$ cat config.mk
export PLATFORM = sky130hd
export DESIGN_NAME = mac_sequencer_flat
export DESIGN_NICKNAME = d
export VERILOG_FILES = /design/src/rtl/mac_pkg.sv /design/src/rtl/mac_sequencer_if.sv /design/src/rtl/mac_lat_cnt.sv /design/src/rtl/mac_sequencer.sv /design/src/flat_wrapper.sv
export SDC_FILE = /design/constraint.sdc
export NUM_CORES = 1
export LEC_CHECK = 0
export BUFFER_PORTS_ARGS = -buffer_cell sky130_fd_sc_hd__buf_2
export CAP_MARGIN = 20
export CORE_MARGIN = 2
export CORE_UTILIZATION = 30
export DETAILED_ROUTE_END_ITERATION = 10
export GPL_TIMING_DRIVEN = 0
export PLACE_DENSITY = 0.52
export SYNTH_ARGS = -nofsm -noshare
export SYNTH_HDL_FRONTEND = slang
export SYNTH_SLANG_ARGS = --single-unit
$ cat constraint.sdc
create_clock -name clk -period 5.1 [get_ports clk]
set_input_delay 0.51 -clock clk [delete_from_list [all_inputs] [get_ports clk]]
set_output_delay 0.51 -clock clk [all_outputs]
set_load 0.02 [all_outputs]
$ cat src/rtl/mac_pkg.sv
// rtl/mac_pkg.sv - shared ALU opcodes, sequencer state encoding and datapath width
package mac_pkg;

    localparam int MAC_W = 16;

    localparam logic [2:0] ALU_NOP = 3'd0;
    localparam logic [2:0] ALU_ADD = 3'd1;
    localparam logic [2:0] ALU_SUB = 3'd2;
    localparam logic [2:0] ALU_MUL = 3'd3;
    localparam logic [2:0] ALU_DEC = 3'd4;
    localparam logic [2:0] ALU_CLR = 3'd5;
    localparam logic [2:0] ALU_XOR = 3'd6;

    typedef enum logic [3:0] {
        ST_IDLE  = 4'd0,
        ST_CLR   = 4'd1,
        ST_CLR_W = 4'd2,
        ST_FETCH = 4'd3,
        ST_MUL   = 4'd4,
        ST_MUL_W = 4'd5,
        ST_ADD   = 4'd6,
        ST_ADD_W = 4'd7,
        ST_DONE  = 4'd8
    } mac_state_e;

endpackage

$ cat src/rtl/mac_sequencer_if.sv
// rtl/mac_sequencer_if.sv - job, operand, ALU and result signals of the sequencer (MAC_SAT_EN adds sat_flag)
interface mac_sequencer_if #(
    parameter int W     = 16,
    parameter int LEN_W = 8
);
    logic             start;
    logic [LEN_W-1:0] len;
    logic             busy;
    logic             opnd_valid;
    logic             opnd_ready;
    logic [W-1:0]     opnd_a;
    logic [W-1:0]     opnd_b;
    logic [2:0]       alu_op;
    logic [W-1:0]     alu_in1;
    logic [W-1:0]     alu_in2;
    logic [W-1:0]     alu_out;
    logic             res_valid;
    logic             res_ready;
    logic [W-1:0]     res_data;
`ifdef MAC_SAT_EN
    logic             sat_flag;
`endif

    // master is the sequencer itself; slave is the fetch logic, ALU and result consumer
    modport master (
        input  start, len, opnd_valid, opnd_a, opnd_b, alu_out, res_ready,
        output busy, opnd_ready, alu_op, alu_in1, alu_in2, res_valid, res_data
`ifdef MAC_SAT_EN
        , output sat_flag
`endif
    );

    modport slave (
        output start, len, opnd_valid, opnd_a, opnd_b, alu_out, res_ready,
        input  busy, opnd_ready, alu_op, alu_in1, alu_in2, res_valid, res_data
`ifdef MAC_SAT_EN
        , input sat_flag
`endif
    );

endinterface

$ cat src/rtl/mac_lat_cnt.sv
// rtl/mac_lat_cnt.sv - ALU latency wait counter shared by the CLR_W/MUL_W/ADD_W states
module mac_lat_cnt #(
    parameter int ALU_LAT = 1
) (
    input  logic clk,
    input  logic rst_n,
    input  logic run,
    output logic last
);
    localparam int CW = (ALU_LAT > 1) ? $clog2(ALU_LAT) : 1;

    logic [CW-1:0] cnt;

    assign last = run && (cnt == CW'(ALU_LAT - 1));

    // wait states are never adjacent, so clearing whenever idle restarts each wait cleanly
    always_ff @(posedge clk or negedge rst_n) begin
        if (!rst_n) begin
            cnt <= '0;
        end else if (!run || last) begin
            cnt <= '0;
        end else begin
            cnt <= cnt + 1'b1;
        end
    end

endmodule

$ cat src/rtl/mac_sequencer.sv
// rtl/mac_sequencer.sv - sequences a shared ALU through one dot product; MAC_SAT_EN selects saturating sum
module mac_sequencer
    import mac_pkg::*;
#(
    parameter int W       = MAC_W,
    parameter int LEN_W   = 8,
    parameter int ALU_LAT = 1
) (
    input  logic            clk,
    input  logic            rst_n,
    mac_sequencer_if.master bus
);
    localparam logic [3:0] S_IDLE  = 4'(ST_IDLE);
    localparam logic [3:0] S_CLR   = 4'(ST_CLR);
    localparam logic [3:0] S_CLR_W = 4'(ST_CLR_W);
    localparam logic [3:0] S_FETCH = 4'(ST_FETCH);
    localparam logic [3:0] S_MUL   = 4'(ST_MUL);
    localparam logic [3:0] S_MUL_W = 4'(ST_MUL_W);
    localparam logic [3:0] S_ADD   = 4'(ST_ADD);
    localparam logic [3:0] S_ADD_W = 4'(ST_ADD_W);
    localparam logic [3:0] S_DONE  = 4'(ST_DONE);

    logic [3:0]       state, state_n;
    logic [W-1:0]     acc, acc_n;
    logic [W-1:0]     prod, prod_n;
    logic [LEN_W-1:0] cnt;
    logic             lat_run, lat_last;
`ifdef MAC_SAT_EN
    logic             sat_q, sat_n;
`endif

    assign lat_run = (state == S_CLR_W) || (state == S_MUL_W) || (state == S_ADD_W);

    mac_lat_cnt #(.ALU_LAT(ALU_LAT)) u_lat (
        .clk  (clk),
        .rst_n(rst_n),
        .run  (lat_run),
        .last (lat_last)
    );

    always_comb begin
        state_n = state;
        acc_n   = acc;
        prod_n  = prod;
`ifdef MAC_SAT_EN
        sat_n   = sat_q;
`endif
        case (state)
            S_IDLE: if (bus.start) state_n = S_CLR;
            S_CLR: begin
                state_n = S_CLR_W;
`ifdef MAC_SAT_EN
                sat_n   = 1'b0;
`endif
            end
            S_CLR_W: if (lat_last) begin
                acc_n   = '0;
                state_n = (cnt == '0) ? S_DONE : S_FETCH;
            end
            S_FETCH: if (bus.opnd_valid && bus.opnd_ready) state_n = S_MUL;
            S_MUL:   state_n = S_MUL_W;
            S_MUL_W: if (lat_last) begin
                prod_n  = bus.alu_out;
                state_n = S_ADD;
            end
            S_ADD:   state_n = S_ADD_W;
            S_ADD_W: if (lat_last) begin
`ifdef MAC_SAT_EN
                // an unsigned sum smaller than its accumulator input means the add carried out
                if (sat_q || (bus.alu_out < acc)) begin
                    acc_n = '1;
                    sat_n = 1'b1;
                end else begin
                    acc_n = bus.alu_out;
                end
`else
                acc_n   = bus.alu_out;
`endif
                state_n = (cnt == LEN_W'(1)) ? S_DONE : S_FETCH;
            end
            S_DONE:  if (bus.res_ready) state_n = S_IDLE;
            default: state_n = S_IDLE;
        endcase
    end

    // outputs are decoded from the next state so every port comes straight from a flop
    always_ff @(posedge clk or negedge rst_n) begin
        if (!rst_n) begin
            state          <= S_IDLE;
            acc            <= '0;
            prod           <= '0;
            cnt            <= '0;
            bus.busy       <= 1'b0;
            bus.opnd_ready <= 1'b0;
            bus.alu_op     <= ALU_NOP;
            bus.alu_in1    <= '0;
            bus.alu_in2    <= '0;
            bus.res_valid  <= 1'b0;
            bus.res_data   <= '0;
`ifdef MAC_SAT_EN
            sat_q          <= 1'b0;
            bus.sat_flag   <= 1'b0;
`endif
        end else begin
            state <= state_n;
            acc   <= acc_n;
            prod  <= prod_n;

            if (state == S_IDLE && bus.start) begin
                cnt <= bus.len;
            end else if (state == S_ADD_W && lat_last) begin
                cnt <= cnt - 1'b1;
            end

            bus.busy       <= (state_n != S_IDLE);
            bus.opnd_ready <= (state_n == S_FETCH);
            bus.res_valid  <= (state_n == S_DONE);
            if (state_n == S_DONE && state != S_DONE) begin
                bus.res_data <= acc_n;
            end

            bus.alu_op <= ALU_NOP;
            case (state_n)
                S_CLR: bus.alu_op <= ALU_CLR;
                S_MUL: begin
                    bus.alu_op  <= ALU_MUL;
                    bus.alu_in1 <= bus.opnd_a;
                    bus.alu_in2 <= bus.opnd_b;
                end
                S_ADD: begin
                    bus.alu_op  <= ALU_ADD;
                    bus.alu_in1 <= acc_n;
                    bus.alu_in2 <= prod_n;
                end
                default: ;
            endcase
`ifdef MAC_SAT_EN
            sat_q        <= sat_n;
            bus.sat_flag <= (state_n == S_DONE) && sat_n;
`endif
        end
    end

endmodule

$ cat src/flat_wrapper.sv
// flat-port wrapper written by rule: the top's interface ports become plain ports
module mac_sequencer_flat import mac_pkg::*;
#(
    parameter int W       = MAC_W,
    parameter int LEN_W   = 8,
    parameter int ALU_LAT = 1
)
  (clk, rst_n, bus_start, bus_len, bus_opnd_valid, bus_opnd_a, bus_opnd_b, bus_alu_out, bus_res_ready, bus_busy, bus_opnd_ready, bus_alu_op, bus_alu_in1, bus_alu_in2, bus_res_valid, bus_res_data);
  mac_sequencer_if #(.W(W), .LEN_W(LEN_W)) bus_i ();
  input  logic clk;
  input  logic rst_n;
  input wire logic [$bits(bus_i.start)-1:0] bus_start;
  input wire logic [$bits(bus_i.len)-1:0] bus_len;
  input wire logic [$bits(bus_i.opnd_valid)-1:0] bus_opnd_valid;
  input wire logic [$bits(bus_i.opnd_a)-1:0] bus_opnd_a;
  input wire logic [$bits(bus_i.opnd_b)-1:0] bus_opnd_b;
  input wire logic [$bits(bus_i.alu_out)-1:0] bus_alu_out;
  input wire logic [$bits(bus_i.res_ready)-1:0] bus_res_ready;
  output wire logic [$bits(bus_i.busy)-1:0] bus_busy;
  output wire logic [$bits(bus_i.opnd_ready)-1:0] bus_opnd_ready;
  output wire logic [$bits(bus_i.alu_op)-1:0] bus_alu_op;
  output wire logic [$bits(bus_i.alu_in1)-1:0] bus_alu_in1;
  output wire logic [$bits(bus_i.alu_in2)-1:0] bus_alu_in2;
  output wire logic [$bits(bus_i.res_valid)-1:0] bus_res_valid;
  output wire logic [$bits(bus_i.res_data)-1:0] bus_res_data;
  assign bus_i.start = bus_start;
  assign bus_i.len = bus_len;
  assign bus_i.opnd_valid = bus_opnd_valid;
  assign bus_i.opnd_a = bus_opnd_a;
  assign bus_i.opnd_b = bus_opnd_b;
  assign bus_i.alu_out = bus_alu_out;
  assign bus_i.res_ready = bus_res_ready;
  assign bus_busy = bus_i.busy;
  assign bus_opnd_ready = bus_i.opnd_ready;
  assign bus_alu_op = bus_i.alu_op;
  assign bus_alu_in1 = bus_i.alu_in1;
  assign bus_alu_in2 = bus_i.alu_in2;
  assign bus_res_valid = bus_i.res_valid;
  assign bus_res_data = bus_i.res_data;
  mac_sequencer #(.W(W), .LEN_W(LEN_W), .ALU_LAT(ALU_LAT)) u_core (.clk(clk), .rst_n(rst_n), .bus(bus_i));
endmodule
Word level (Yosys, flattened, before mapping)
Cells that the tools add are included.
{ "totals": {"output_inout_bits": 54, "ff_bits": 99} }
{ "op_classes": {"n_reduce_logical": 14, "eq_ne": 15, "bitwise": 1, "add_sub_neg": 2, "muxes": 20} }
{ "op_table": {"columns": ["cell", "count"], "rows": [
  ["16-bit case mux with 2 select lines", 3],
  ["16-bit two-way mux", 4],
  ["4-bit case mux with 9 select lines", 1],
  ["4-bit two-way mux", 8],
  ["4-bit by 3-bit equality test with 1-bit output, second input constant", 6],
  ["8-bit two-way mux", 2],
  ["4-bit by 2-bit equality test with 1-bit output, second input constant", 3],
  ["3-bit case mux with 3 select lines", 1],
  ["4-bit by 1-bit equality test with 1-bit output, second input constant", 2],
  ["4-bit equality test, second input constant", 2],
  ["8-bit by 1-bit equality test with 1-bit output, second input constant", 1],
  ["8-bit zero test", 1],
  ["8-bit by 1-bit subtractor with 8-bit output, second input constant", 1],
  ["1-bit logical AND", 5],
  ["4-bit zero test", 1],
  ["4-bit inequality test, second input constant", 1],
  ["2-bit nonzero test", 2],
  ["4-bit nonzero test", 1],
  ["1-bit logical OR", 3],
  ["1-bit adder, second input constant", 1],
  ["1-bit zero test", 1],
  ["1-bit two-way mux", 1],
  ["1-bit NOT", 1]
]} }

Longest topological paths before layout
{ "logic_depth": {"ltp_word": 8, "ltp_mapped": 9} }

Modules after synthesis
A second synthesis with hierarchy kept.
{ "unflattened": {"cells_unflattened": 342, "hier_area_um2": 3601.0} }
{ "modules_own_cells": {"columns": ["mod", "area_each_um2", "cells_each", "n_inst", "seq_area_each_um2"], "rows": [
  ["mac_sequencer", 3558.4, 339, 1, 2052.0],
  ["mac_lat_cnt", 42.5, 3, 1, 25.0]
]} }

Worst setup path before layout
No wires, ideal clock.
{ "synth_path": {"kind": "register to register", "start": "register u_core.cnt[2]", "end": "register u_core.bus.res_data[10]", "t_arrival_ns": 1.915, "required_ns": 4.975, "setup_time_ns": 0.125, "path_slack_ns": 3.060, "stages_incl_launch_ff": 7, "path_cell_list": "dfrtp_1 -> or4_4 -> a211oi_2 -> and3_1 -> buf_6 -> buf_12 -> mux2_4"} }
{ "synth_between": {"elab_chain_len": 6, "elab_cells_between_ends": 9, "classes_between": "eq/ne (2); mux (5); reduce/logical (2)"} }
{ "synth_rtl": {"columns": ["item", "line_no", "rtl"], "rows": [
  ["from (decl)", "mac_sequencer.sv:26", "logic [LEN_W-1:0] cnt;"],
  ["from (signal assigned)", "mac_sequencer.sv:110", "cnt <= bus.len;"],
  ["from (signal assigned)", "mac_sequencer.sv:112", "cnt <= cnt - 1'b1;"],
  ["8-bit by 1-bit equality test with 1-bit output or 8-bit zero test (tied branches)", "mac_sequencer.sv:79, mac_sequencer.sv:58", null],
  ["4-bit two-way mux, on equally long branches", "mac_sequencer.sv:79, mac_sequencer.sv:58", null],
  ["4-bit two-way mux, on equally long branches", "mac_sequencer.sv:67, mac_sequencer.sv:56", null],
  ["4-bit case mux with 9 select lines (*)", "mac_sequencer.sv:48", "case (state)"],
  ["4-bit equality test (*)", "mac_sequencer.sv:118", "if (state_n == S_DONE && state != S_DONE) begin"],
  ["1-bit logical AND (*)", "mac_sequencer.sv:118", null],
  ["to (signal assigned)", "mac_sequencer.sv:119", "bus.res_data <= acc_n;"],
  ["to (decl)", "mac_sequencer_if.sv:27", "output busy, opnd_ready, alu_op, alu_in1, alu_in2, res_valid, res_data"]
]} }
Every way passes the cells marked *; elsewhere a longest branch is shown, timed or not.
A chain may end at the register's enable or synchronous reset.

Worst setup path after layout
Ends and elaborated chain as after synthesis.

==> metrics.txt <==
Comb pwr share=0.369; setup tns final=0 ns; Final Instance Count excl. Fillers=604; Flop pwr share=0.376; met2 WL post-DR=around 4700 µm; CP top delay family=simple AND/OR/NAND/NOR gates; Hold-fix buffers, CTS=0; GRT overflow=0; DR vias=between 2000 and 3000; GRT Total Usage=0.163; via/cell ratio=slightly below 5; placed instance count=around 590; post-DR wirelength/cell=17.0 µm; DIE AREA=roughly 13000 µm²; leakage power=approximately 2.3 nW; WP depth=6; Die Ht=roughly 110 µm; Clock Skews=about 0.0065 ns; M1 WL=4850 µm; CP Buf/Inv Count=2; Sw Share=0.363; Core Rows=40; largest net degree at the start of global routing=70; Num CTS Buffers=9; CTS resizes=0; Synth-to-Final Area Change=30.6%; cell count after synthesis=~330; FF-to-FF Start=u_core.cnt[2]; Seq/Total Area, Yosys=0.574; Cell variety after synth=48; H-tree levels=3; RSZ-0062 raised after global routing=false; detailed placement HPWL=~7400 µm; # IOs=around 120; Worst-Skew Late Latency=around 0.33 ns; Worst Hold Class=in -> async; count of input and output buffers=around 110; worst reg2reg endpoint=u_core.bus.res_data[10]; Setup-failing EPs final=0; Initial Util=0.304; Slew Limit Fails=0; endpoints failing hold=0; Critical Path Slowest Stage Cell=or4_4; TritonCTS clock tree=built; most used flip-flop cell after synthesis=dfrtp_1; Relative slew margins=0.528; WP data required=~5.3 ns; antenna viol nets, final=0; antenna violations before repair=0; peak supply drop=between 0.00015 and 0.0002 V; critical path's largest stage delay=between 0.5 and 0.6 ns; startpoint types=flip-flop; core area=roughly 12000 µm²; setup repair bufs after CTS=0; Worst-path clk slew=about 0.060 ns; Routed WL=10300 µm; drt pass-1 iters=4; Worst setup EP type=flip-flop; met3 wire len=approximately 600 µm; Starting DRT DRC Count=about 120; maximum clock path buffer count=2; Post-synth EDFFs=0; # diodes=0; number of global-route vias before repair=around 3000; cell-by-cell trace of the critical path=or4_4 -> a211oi_2 -> and3_1 -> buf_6 -> buf_12 -> mux2_4; worst reg2reg path depth=6; status=completed; #FFs+latches synth=between 80 and 90; DIE WIDTH=~110 µm; Clk pwr share=0.255; max-cap viol count=0; synthesized area=between 3000 and 4000 µm²; Synth Warn #=0; clk root buf=clkbuf_16; Worst Setup Path Type=reg -> reg; DRC=0; internal power=between 0.0015 and 0.002 W; syn nets=390; FFs w/ async S/R, synth=1.00; CTS sink cnt=just over 80; slew of the pin with the lowest slew margin=approximately 0.71 ns; layout cells sized above 1=0.376; GPL Wtd Cong=~0.84; Worst Path Arrival=between 2 and 2.5 ns; PwrDens=just under 600 nW/µm²; Max Freq=roughly 450 MHz; DR top layer=met4; maximum fanout along the worst path=10; crit share post-route=0.435; # fillers=between 1000 and 1500; fin crit period=around 2.2 ns; NetSw=about 0.0010 W; Final nets=just over 500; Reg2Reg Setup Slack=2.88 ns; synthesized area per cell=~11 µm²; first-pass GRT wire length=~16000 µm
-- cell usage after synthesis (2+ instances only) --
library cell | instances | area (µm²)
or4_1 | 4 | 30.0
a211oi_1 | 2 | 15.0
a21o_2 | 2 | 17.5
or3_1 | 2 | 12.5
dfrtp_1 | 83 | 2080
and3_1 | 2 | 12.5
nor4_1 | 2 | 12.5
nor2b_1 | 3 | 18.8
nand2b_1 | 2 | 12.5
a22o_1 | 17 | 149
a211o_1 | 2 | 17.5
nand3_1 | 4 | 20.0
mux2_2 | 8 | 90.1
buf_2 | 10 | 50.1
ha_1 | 3 | 37.5
mux2_4 | 8 | 120
o22ai_1 | 29 | 181
nand2_1 | 16 | 60.1
o311ai_0 | 3 | 26.3
nor3_1 | 4 | 20.0
nor3b_1 | 2 | 15.0
buf_1 | 4 | 15.0
o221a_2 | 3 | 33.8
nor2_1 | 61 | 229
clkbuf_1 | 7 | 26.3
buf_6 | 2 | 22.5
a21oi_1 | 4 | 20.0
o211ai_1 | 7 | 52.6
o21ai_0 | 3 | 15.0
or2_2 | 4 | 25.0
inv_1 | 6 | 22.5
-- kinds of logic after synthesis --
logic type	Yosys count	share of synthesized area
adder cells (fa/ha/maj)	3	0.0104
XOR/XNOR	2	0.00485
flip-flops	83	0.574
other	1	0.00104
buffers and inverters	31	0.0453
multiplexers	17	0.0609
AO/OA/AOI/OAI	76	0.157
AND/OR/NAND/NOR	113	0.146
-- flip-flops by register name (all words and copies together), names as in the netlist --
signal,count
u_core.bus.busy,1
u_core.u_lat.cnt,1
u_core.state,4
u_core.bus.opnd_ready,1
u_core.bus.alu_in2,16
u_core.bus.res_valid,1
u_core.bus.alu_op,3
u_core.bus.alu_in1,16
u_core.acc,16
u_core.cnt,8
u_core.bus.res_data,16
-- worst reg2reg max path: stages (launching register included) --
cell and delay [ns]:
dfrtp_1 0.42, or4_4 0.59, a211oi_2 0.25, and3_1 0.20, buf_6 0.17, buf_12 0.17
mux2_4 0.30
-- worst max-delay path by stage --
stage | from | endpoint | slack, ns
after global placement | rst_n | u_core.bus.alu_in2[12] | 2.76
after global routing | u_core.state[3] | u_core.cnt[4] | 2.69
after floorplan | u_core.cnt[2] | u_core.bus.res_data[10] | 3.06
after detailed placement | bus_opnd_valid | u_core.bus.alu_in2[3] | 2.83
after CTS | u_core.cnt[2] | u_core.bus.res_data[10] | 2.86
final | u_core.cnt[2] | u_core.bus.res_data[10] | 2.88
-- through the flow --
step | cell area, µm² | utilization | power, W | hold WS [ns] | worst slack (ns)
2_1_floorplan | 3620 | - | 0.00173 | 0.214 | 3.06
3_3_place_gp | 4370 | 0.367 | 0.00204 | 0.476 | 2.76
3_5_place_dp | 4400 | 0.369 | 0.00207 | 0.395 | 2.83
4_1_cts | 4720 | 0.396 | 0.00279 | 0.0383 | 2.86
5_1_grt | 4720 | 0.396 | 0.00294 | 0.0440 | 2.69
6_report | 4720 | 0.396 | 0.00276 | 0.0406 | 2.88
-- power by group through the flow --
stage | combinational [W] | sequential, W | clock [W]
2_1_floorplan | 0.000516 | 0.00121 | 0
3_3_place_gp | 0.00100 | 0.00104 | 0
3_5_place_dp | 0.00103 | 0.00105 | 0
4_1_cts | 0.00103 | 0.00104 | 0.000720
5_1_grt | 0.00113 | 0.00107 | 0.000749
6_report | 0.00102 | 0.00104 | 0.000703
-- layer usage --
metal | track usage | up-vias
li1 | - | 1430
met4 | 0.0610 | 0
met2 | 0.251 | 102
met3 | 0.0308 | 12
met1 | 0.231 | 1447
met5 | 0 | -
-- area by class of cell --
cell class / count / area, µm² / area share
timing repair buffer: 115 / 601 / 0.127
buffer: 25 / 141 / 0.0299
clock inverter: 4 / 73.8 / 0.0156
clock buffer: 12 / 246 / 0.0522
inverter: 6 / 22.5 / 0.00477
multi-input combinational: 212 / 1380 / 0.291
sequential: 83 / 2080 / 0.440
tap: 147 / 184 / 0.0390
-- layout by cell type, fill, tap and decap left out, types with 2 or more instances in the layout --
cell and n:
buf_2 123, dfrtp_1 83, nor2_1 61, o22ai_1 29
a22o_1 17, nand2_1 16, clkbuf_1 9, clkbuf_16 9
mux2_4 8, mux2_2 8, o211ai_1 7, inv_1 6
nand3_1 4, a21oi_1 4, or4_1 4, nor3_1 4
buf_1 4, or2_2 4, o21ai_0 3, nor2b_1 3
o311ai_0 3, o221a_2 3, ha_1 3, buf_6 2
and3_1 2, or3_1 2, nor4_1 2, a21o_2 2
nor3b_1 2, nand2b_1 2, a211o_1 2, a211oi_1 2
buf_4 2, bufinv_16 2
No activity file was read; power rests on OpenSTA's default activity.
